File: config.mk
export PLATFORM = sky130hd
export DESIGN_NAME = debounce_scan
export DESIGN_NICKNAME = d
export VERILOG_FILES = /design/src/rtl/debounce_pkg.sv /design/src/rtl/debounce_step.sv /design/src/rtl/debounce_scan.sv
export SDC_FILE = /design/constraint.sdc
export NUM_CORES = 1
export LEC_CHECK = 0
export ABC_AREA = 0
export ABC_CLOCK_PERIOD_IN_PS = 4300
export CORE_MARGIN = 1.5
export CORE_UTILIZATION = 25
export DETAILED_ROUTE_END_ITERATION = 7
export PLACE_DENSITY = 0.43
export SLEW_MARGIN = 20
export SYNTH_ARGS = -nofsm -noshare
export SYNTH_HDL_FRONTEND = slang
export SYNTH_SLANG_ARGS = --single-unit
File: constraint.sdc
create_clock -name clk -period 4.3 [get_ports clk]
set_input_delay 0.645 -clock clk [delete_from_list [all_inputs] [get_ports clk]]
set_output_delay 0.645 -clock clk [all_outputs]
set_load 0.005 [all_outputs]
File: src/rtl/debounce_pkg.sv
// Shared constants for the time-multiplexed debounce controller.
package debounce_pkg;

  localparam int unsigned CNT_W_DEF = 4;

  localparam logic ST_IDLE = 1'b0;
  localparam logic ST_SCAN = 1'b1;

  typedef enum logic {
    StIdle = ST_IDLE,
    StScan = ST_SCAN
  } state_e;

endpackage

File: src/rtl/debounce_step.sv
// Combinational next-state function for one debounce channel.
module debounce_step
  import debounce_pkg::*;
#(
  parameter int unsigned CNT_W = CNT_W_DEF
) (
  input  logic             d_bit,
  input  logic             last,
  input  logic [CNT_W-1:0] count,
  input  logic             q,
  input  logic [CNT_W-1:0] thr,
  input  logic             invert,
  output logic             last_n,
  output logic [CNT_W-1:0] count_n,
  output logic             q_n,
  output logic             toggled
);

  always_comb begin
    last_n  = last;
    count_n = count;
    q_n     = q;
    if (d_bit != last) begin
      last_n  = d_bit;
      count_n = '0;
    end else if (count < thr) begin
      count_n = count + 1'b1;
    end else begin
      // Counter saturates at thr; output follows the stable level from here on.
      q_n = last ^ invert;
    end
  end

  assign toggled = q_n ^ q;

endmodule

File: src/rtl/debounce_scan.sv
// Multi-channel debounce: one shared update unit visits each channel once per sample tick.
module debounce_scan
  import debounce_pkg::*;
#(
  parameter int unsigned N_CH     = 4,
  parameter int unsigned CNT_W    = CNT_W_DEF,
  parameter int unsigned PRESCALE = 16,
  parameter int unsigned INVERT   = 1
) (
  input  logic             clk,
  input  logic             rst,
  input  logic [N_CH-1:0]  d,
  input  logic [CNT_W-1:0] thresh,
  output logic [N_CH-1:0]  q,
  output logic [N_CH-1:0]  chg,
  output logic             busy,
  output logic             overrun
);

  localparam int unsigned IDX_W = $clog2(N_CH);
  localparam int unsigned PRE_W = (PRESCALE > 1) ? $clog2(PRESCALE) : 1;
  localparam logic        INV   = (INVERT != 0);

  logic [N_CH-1:0]  d_meta_q, d_s_q;
  logic [PRE_W-1:0] pre_q;
  logic             tick;

  state_e           state_q, state_d;
  logic [IDX_W-1:0] idx_q, idx_d;
  logic [CNT_W-1:0] thr_q, thr_d;
  logic             busy_q;
  logic             ovr_q, ovr_d;

  logic [N_CH-1:0]  last_q, last_d;
  logic [N_CH-1:0]  q_q, q_d;
  logic [N_CH-1:0]  chg_q, chg_d;
  logic [CNT_W-1:0] count_q [N_CH];
  logic [CNT_W-1:0] count_d [N_CH];

  logic             step_last_n, step_q_n, step_toggled;
  logic [CNT_W-1:0] step_count_n;

  assign tick = (pre_q == PRE_W'(PRESCALE - 1));

  debounce_step #(
    .CNT_W(CNT_W)
  ) u_step (
    .d_bit  (d_s_q[idx_q]),
    .last   (last_q[idx_q]),
    .count  (count_q[idx_q]),
    .q      (q_q[idx_q]),
    .thr    (thr_q),
    .invert (INV),
    .last_n (step_last_n),
    .count_n(step_count_n),
    .q_n    (step_q_n),
    .toggled(step_toggled)
  );

  always_comb begin
    state_d = state_q;
    idx_d   = idx_q;
    thr_d   = thr_q;
    ovr_d   = ovr_q;
    last_d  = last_q;
    q_d     = q_q;
    count_d = count_q;
    chg_d   = '0;
    case (state_q)
      StIdle: begin
        if (tick) begin
          thr_d   = thresh;
          idx_d   = '0;
          state_d = StScan;
        end
      end
      StScan: begin
        // A tick during a scan is dropped; only the sticky flag records it.
        if (tick) ovr_d = 1'b1;
        last_d[idx_q]  = step_last_n;
        count_d[idx_q] = step_count_n;
        q_d[idx_q]     = step_q_n;
        chg_d[idx_q]   = step_toggled;
        if (idx_q == IDX_W'(N_CH - 1)) begin
          state_d = StIdle;
          idx_d   = '0;
        end else begin
          idx_d = idx_q + 1'b1;
        end
      end
    endcase
  end

  always_ff @(posedge clk) begin
    if (rst) begin
      d_meta_q <= '0;
      d_s_q    <= '0;
      pre_q    <= '0;
      state_q  <= StIdle;
      idx_q    <= '0;
      thr_q    <= '0;
      busy_q   <= 1'b0;
      ovr_q    <= 1'b0;
      last_q   <= '0;
      q_q      <= {N_CH{INV}};
      chg_q    <= '0;
      for (int i = 0; i < int'(N_CH); i++) count_q[i] <= '0;
    end else begin
      d_meta_q <= d;
      d_s_q    <= d_meta_q;
      pre_q    <= tick ? '0 : pre_q + 1'b1;
      state_q  <= state_d;
      idx_q    <= idx_d;
      thr_q    <= thr_d;
      busy_q   <= (state_q == StScan);
      ovr_q    <= ovr_d;
      last_q   <= last_d;
      q_q      <= q_d;
      chg_q    <= chg_d;
      count_q  <= count_d;
    end
  end

  assign q       = q_q;
  assign chg     = chg_q;
  assign busy    = busy_q;
  assign overrun = ovr_q;

endmodule

# Word-level counts from Yosys, hierarchy flattened
# Cells that the tools add are included.
# op_classes
n_addsub	3
n_lt_le_gt_ge	5
n_eq_ne	4
mux	27
n_bitwise	5
reduce_logical	6
# op_table
operator	count
2-to-1 mux 4 bit	5
bitwise mux 16 bit	1
2-to-1 mux 1 bit	9
adder 4 x 1 -> 4 bit, second input constant	2
binary-select mux 4 bit (select 2 bit)	1
bitwise mux 4 bit	2
demux 4 bit (select 2 bit)	1
binary-select mux 1 bit (select 2 bit)	3
AND 4 bit	1
== test 4 bit, second input constant	1
< comparator 4 bit	1
2-to-1 mux 2 bit	2
one-hot mux 2 bit (2 select lines)	1
AND reduction 2 bit	2
OR reduction 2 bit	2
greater-or-equal comparator 3 bit, second input constant	1
< comparator 2 x 3 -> 1 bit, second input constant	1
< comparator 3 x 1 -> 1 bit, second input constant	1
NOT 2 -> 3 bit	1
adder 2 x 1 -> 2 bit, second input constant	1
demux 1 bit (select 2 bit)	1
== test 2 bit, second input constant	1
greater-or-equal comparator 2 x 1 -> 1 bit, second input constant	1
logical AND 1 bit	2
5 further kinds	6
# word_totals
regBits	49
inputBits	10
out_inout_bits	10
elab_cells	65

# Depth between registers and ports, before layout
# depth
depth_word	9
depth_mapped	10
ltp_nobuf	7

# Cells and area by module
# Synthesis repeated with hierarchy kept, for this count alone.
# unflattened
cells_unflattened	221
area_unflattened_um2	2175.8
# modules_own_cells
module	n_inst	cells_each	area_per_inst_um2	seq_area_each_um2
debounce_scan	1	189	1929.4	980.9
debounce_step	1	32	246.5	0.0

# Worst setup path before layout
# OpenSTA, ideal clock, no wires.
# synth_path
path_type	register -> register
from	reg idx_q[0]
to	reg q_q[3], in the netlist q[3]
arrival_time_ps	2630
t_required_ps	4180
slack_ps	1551
path_stages_with_launch	10
n_path_buf	3
path_cell_list	dfxtp_1 > buf_6 > mux4_2 > buf_1 > ha_1 > a21oi_1 > nor4bb_4 > buf_4 > nor4_1 > o31a_1
# synth_via
elab_chain_len	8
word_cells_on_any_way	21
cone_classes	order compare (3); eq/ne (1); mux (14); bitwise (2); reduce/logical (1)
# synth_rtl
item	line	rtl
start, declared	debounce_scan.sv:29	logic [IDX_W-1:0] idx_q, idx_d;
start signal, assigned	debounce_scan.sv:113	idx_q <= idx_d;
NOT 2 -> 3 bit (not written as such)	debounce_scan.sv:50	.count (count_q[idx_q]),
binary-select mux 4 bit (select 2 bit)	debounce_scan.sv:50	
2-to-1 mux 4 bit (not written as such) (2 in series)	debounce_scan.sv:50	
< comparator 4 bit	debounce_step.sv:26	end else if (count < thr) begin
2-to-1 mux 1 bit	debounce_step.sv:26	
2-to-1 mux 1 bit	debounce_step.sv:23	if (d_bit != last) begin
bitwise mux 4 bit *	debounce_scan.sv:82	q_d[idx_q] = step_q_n;
end signal, assigned	debounce_scan.sv:105	q_q <= {N_CH{INV}};
end signal, assigned	debounce_scan.sv:118	q_q <= q_d;
end, declared	debounce_scan.sv:35	logic [N_CH-1:0] q_q, q_d;
# Mark *: on every way between the ends. The rest lies on a longest branch, timed or not. The select of a mux whose other input is x is not followed.
# A chain may end at the register's enable or synchronous reset.

# Final worst setup path
# Same ends and word-level chain as after synthesis.

==> metrics.csv <==
metric,value,unit
status,"finished, final reports clean",
Clock transition at path regs,0.10,ns
final net count,303,
Site Rows,36,
final number of hold-violating endpoints,0,
GR Util All Layers,12.8,%
DRC,0,
total grt overflow,0,
antenna fix cells,0,
largest cells by area after synthesis,"dfxtp_1, mux4_2, ha_1",
"area leader, netlist",dfxtp_1,
Final HPWL DP,4240,um
# IOs,20,
CP max-delay cell,mux4_2,
Highest Clock Rate,0.330,GHz
maximum capacitance violations,0,
Vert. Die Dim,103,um
vias per cell,4.73,
Core Area,0.00973,sq mm
share of cells above drive strength 1,7.07,%
#FFs+latches synth,49,
Slew Limit Headroom,47.0,%
Hold WS,0.446,ns
Worst EP required,4.51,ns
Final GP Congestion,0.816,
vias in the first global route,1957,
average wire per standard cell,14.7,um
Clock Sinks,49,
"Seq/Total Area, Yosys",39.4,%
# H-tree levels,2,
Leak,1.04,nW
minimum clock period,3.03,ns
total routed wirelength,6120,um
top-area cell type share of the netlist area,39.4,%
clock share of power,41.5,%
area grow syn2layout,15.9,%
RR Startpoint,idx_q[0],
most numerous cell in the Yosys netlist,dfxtp_1,
unrepaired setup endpoints after global routing,no,
worst-margin pin slew,0.795,ns
Main synth FF type,dfxtp_1,
initial drt markers,117,
"Most Used Layer, Global Route",met2,
IO buf count,19,
crit-path max cell delay,0.71,ns
met1 Use GR,17.2,%
Mapped Area,0.00249,sq mm
number of enable flip-flop cells after synthesis,0,
Seq pwr share,54.8,%
Worst VDD drop,0.118,mV
Final Cycle Share,70.5,%
YS warnings,0,
Crit Path Category,flip-flop to flip-flop,
crit path from,idx_q[0],
setup tns final,0,ns
Mapped Nets,296,
"Clk Latency, worst-skew pair",0.31,ns
internal power,0.654,mW
DRT Pass-1 Iters,4,
setup bufs post-CTS,0,
pin count of the biggest net entering global routing,52,
ys async rst share,0,%
switching power,0.190,mW
pins over their slew limit,0,
Post-synth top cells,"dfxtp_1, nor2_1, nand3_1",
PD cells,292,mW/mm^2
Mapped Cells,275,
Max Fanout on Critical Path,18,
Worst EP arrival,3.24,ns
chip width,103,um
M3 GR Usage,2.24,%
Layout Skew,0.0103,ns
# resized after CTS,0,
Hold Path Origin,d_meta_q[0],
CTS tree,done,
Worst setup EP type,flip-flop,
remaining antenna violation count,0,
HP Class,flip-flop to flip-flop,
first-pass GRT wire length,10400,um
Num CTS Buffers,5,
CP Launch Type,flip-flop,
Syn Area/Cell,9.05,sq um
Switching Fraction,22.5,%
root buf cell,clkbuf_8,
# setup viols final,0,
vias,1969,
CTS Hold Buffers Added,0,
initial core utilization,25.6,%
CTS max path bufs,2,
initial antenna violation count,0,
die area,0.0106,sq mm
Synth cell types,44,
Comb power frac,3.8,%
CP Cell Sequence,"buf_4, mux4_2, ha_1, a21oi_1, nor4bb_4, nor4_1, o31a_1",
M2 GR Usage,21.4,%
==> routing by layer <==
| layer | routed length [um] | share of wire, % |
|---|---|---|
| met1 | 3000 | 49 |
| met2 | 2920 | 48 |
| met3 | 198 | 3.2 |
| met4 | 0 | 0 |
| met5 | 0 | 0 |
==> final cells by class <==
type | count | area, sq um
inverter | 12 | 45.0
clock inverter | 3 | 50.0
sequential | 49 | 981
timing repair buffer | 22 | 213
multi-input combinational | 192 | 1360
fill | 1074 | 6840
tap | 133 | 166
clock buffer | 5 | 68.8
==> layout by cell type (no fill, tap or decap), drive strengths merged, types with 2 or more instances in the layout <==
master / netlist / layout
inv: 11 / 12
buf: 6 / 3
xnor2: 2 / 2
mux2i: 5 / 5
nand3b: 7 / 7
and4b: 2 / 2
nor3: 10 / 10
o31a: 3 / 3
nand4b: 4 / 4
mux4: 7 / 7
a21oi: 9 / 9
dfxtp: 49 / 49
o2111ai: 2 / 2
and2: 3 / 3
nand3: 18 / 18
nor2b: 10 / 10
o21bai: 3 / 3
a211oi: 3 / 3
clkdlybuf4s50: 0 / 19
ha: 11 / 11
nor2: 28 / 28
nor4: 4 / 4
clkinv: 1 / 2
a31oi: 6 / 6
nand2: 14 / 14
o21ai: 6 / 6
o211ai: 12 / 12
a221oi: 3 / 3
clkbuf: 16 / 5
nand4: 7 / 7
nand2b: 3 / 3
and3: 2 / 2
==> worst max-delay path: cells and delay by family, from the launching register on <==
family	cells	cell delay (ns)
simple gates	2	0.74
mux	1	0.71
compound gates	2	0.68
flops	1	0.32
fa+ha+maj	1	0.25
buf+inv	1	0.22
==> metrics by stage <==
| step | cell area (sq um) | power (mW) | util, % | instances | worst slack (ns) |
|---|---|---|---|---|---|
| after floorplan | 2490 | 0.491 | - | 275 | 1.55 |
| after global placement | 2770 | 0.505 | 28.4 | 408 | 1.33 |
| after detailed placement | 2770 | 0.505 | 28.4 | 408 | 1.32 |
| after CTS | 2890 | 0.863 | 29.7 | 416 | 1.27 |
| after global routing | 2890 | 0.889 | 29.7 | 416 | 0.957 |
| final | 2890 | 0.843 | 29.7 | 416 | 1.27 |
==> kinds of logic (layout without fill, tap and decap cells) <==
| family | after synthesis | count (layout) | synth area share (%) |
|---|---|---|---|
| buffers and inverters | 34 | 42 | 5.93 |
| adders and majority gates | 11 | 11 | 5.53 |
| xor gates and xnor gates | 2 | 2 | 0.704 |
| muxes | 12 | 12 | 8.34 |
| AOI/OAI and AO/OA | 51 | 51 | 14.4 |
| DFF | 49 | 49 | 39.4 |
| and+or+nand+nor | 116 | 116 | 25.7 |
==> path summary, 6_finish.rpt <==
check,end,slack (ns),depth (start not counted)
setup / recovery,q[3],1.27,7
hold / removal,d_s_q[0],0.45,1
setup reg to reg,q[3],1.27,7
hold reg to reg,d_s_q[0],0.45,1
==> registers in the layout, indices dropped and copies added, names as in the netlist, 2 cells and up <==
name      count
d_meta_q      4
idx_q         2
last_q        4
q             4
d_s_q         4
pre_q         4
thr_q         4
chg           4
count_q      16
==> power groups by stage <==
stage | combinational [mW] | sequential, mW | clock (mW)
2_1_floorplan | 0.0187 | 0.472 | 0
3_3_place_gp | 0.0324 | 0.473 | 0
3_5_place_dp | 0.0324 | 0.473 | 0
4_1_cts | 0.0323 | 0.462 | 0.369
5_1_grt | 0.0359 | 0.463 | 0.390
6_report | 0.0318 | 0.462 | 0.350
Note: power is estimated with default switching activity, not from simulation.
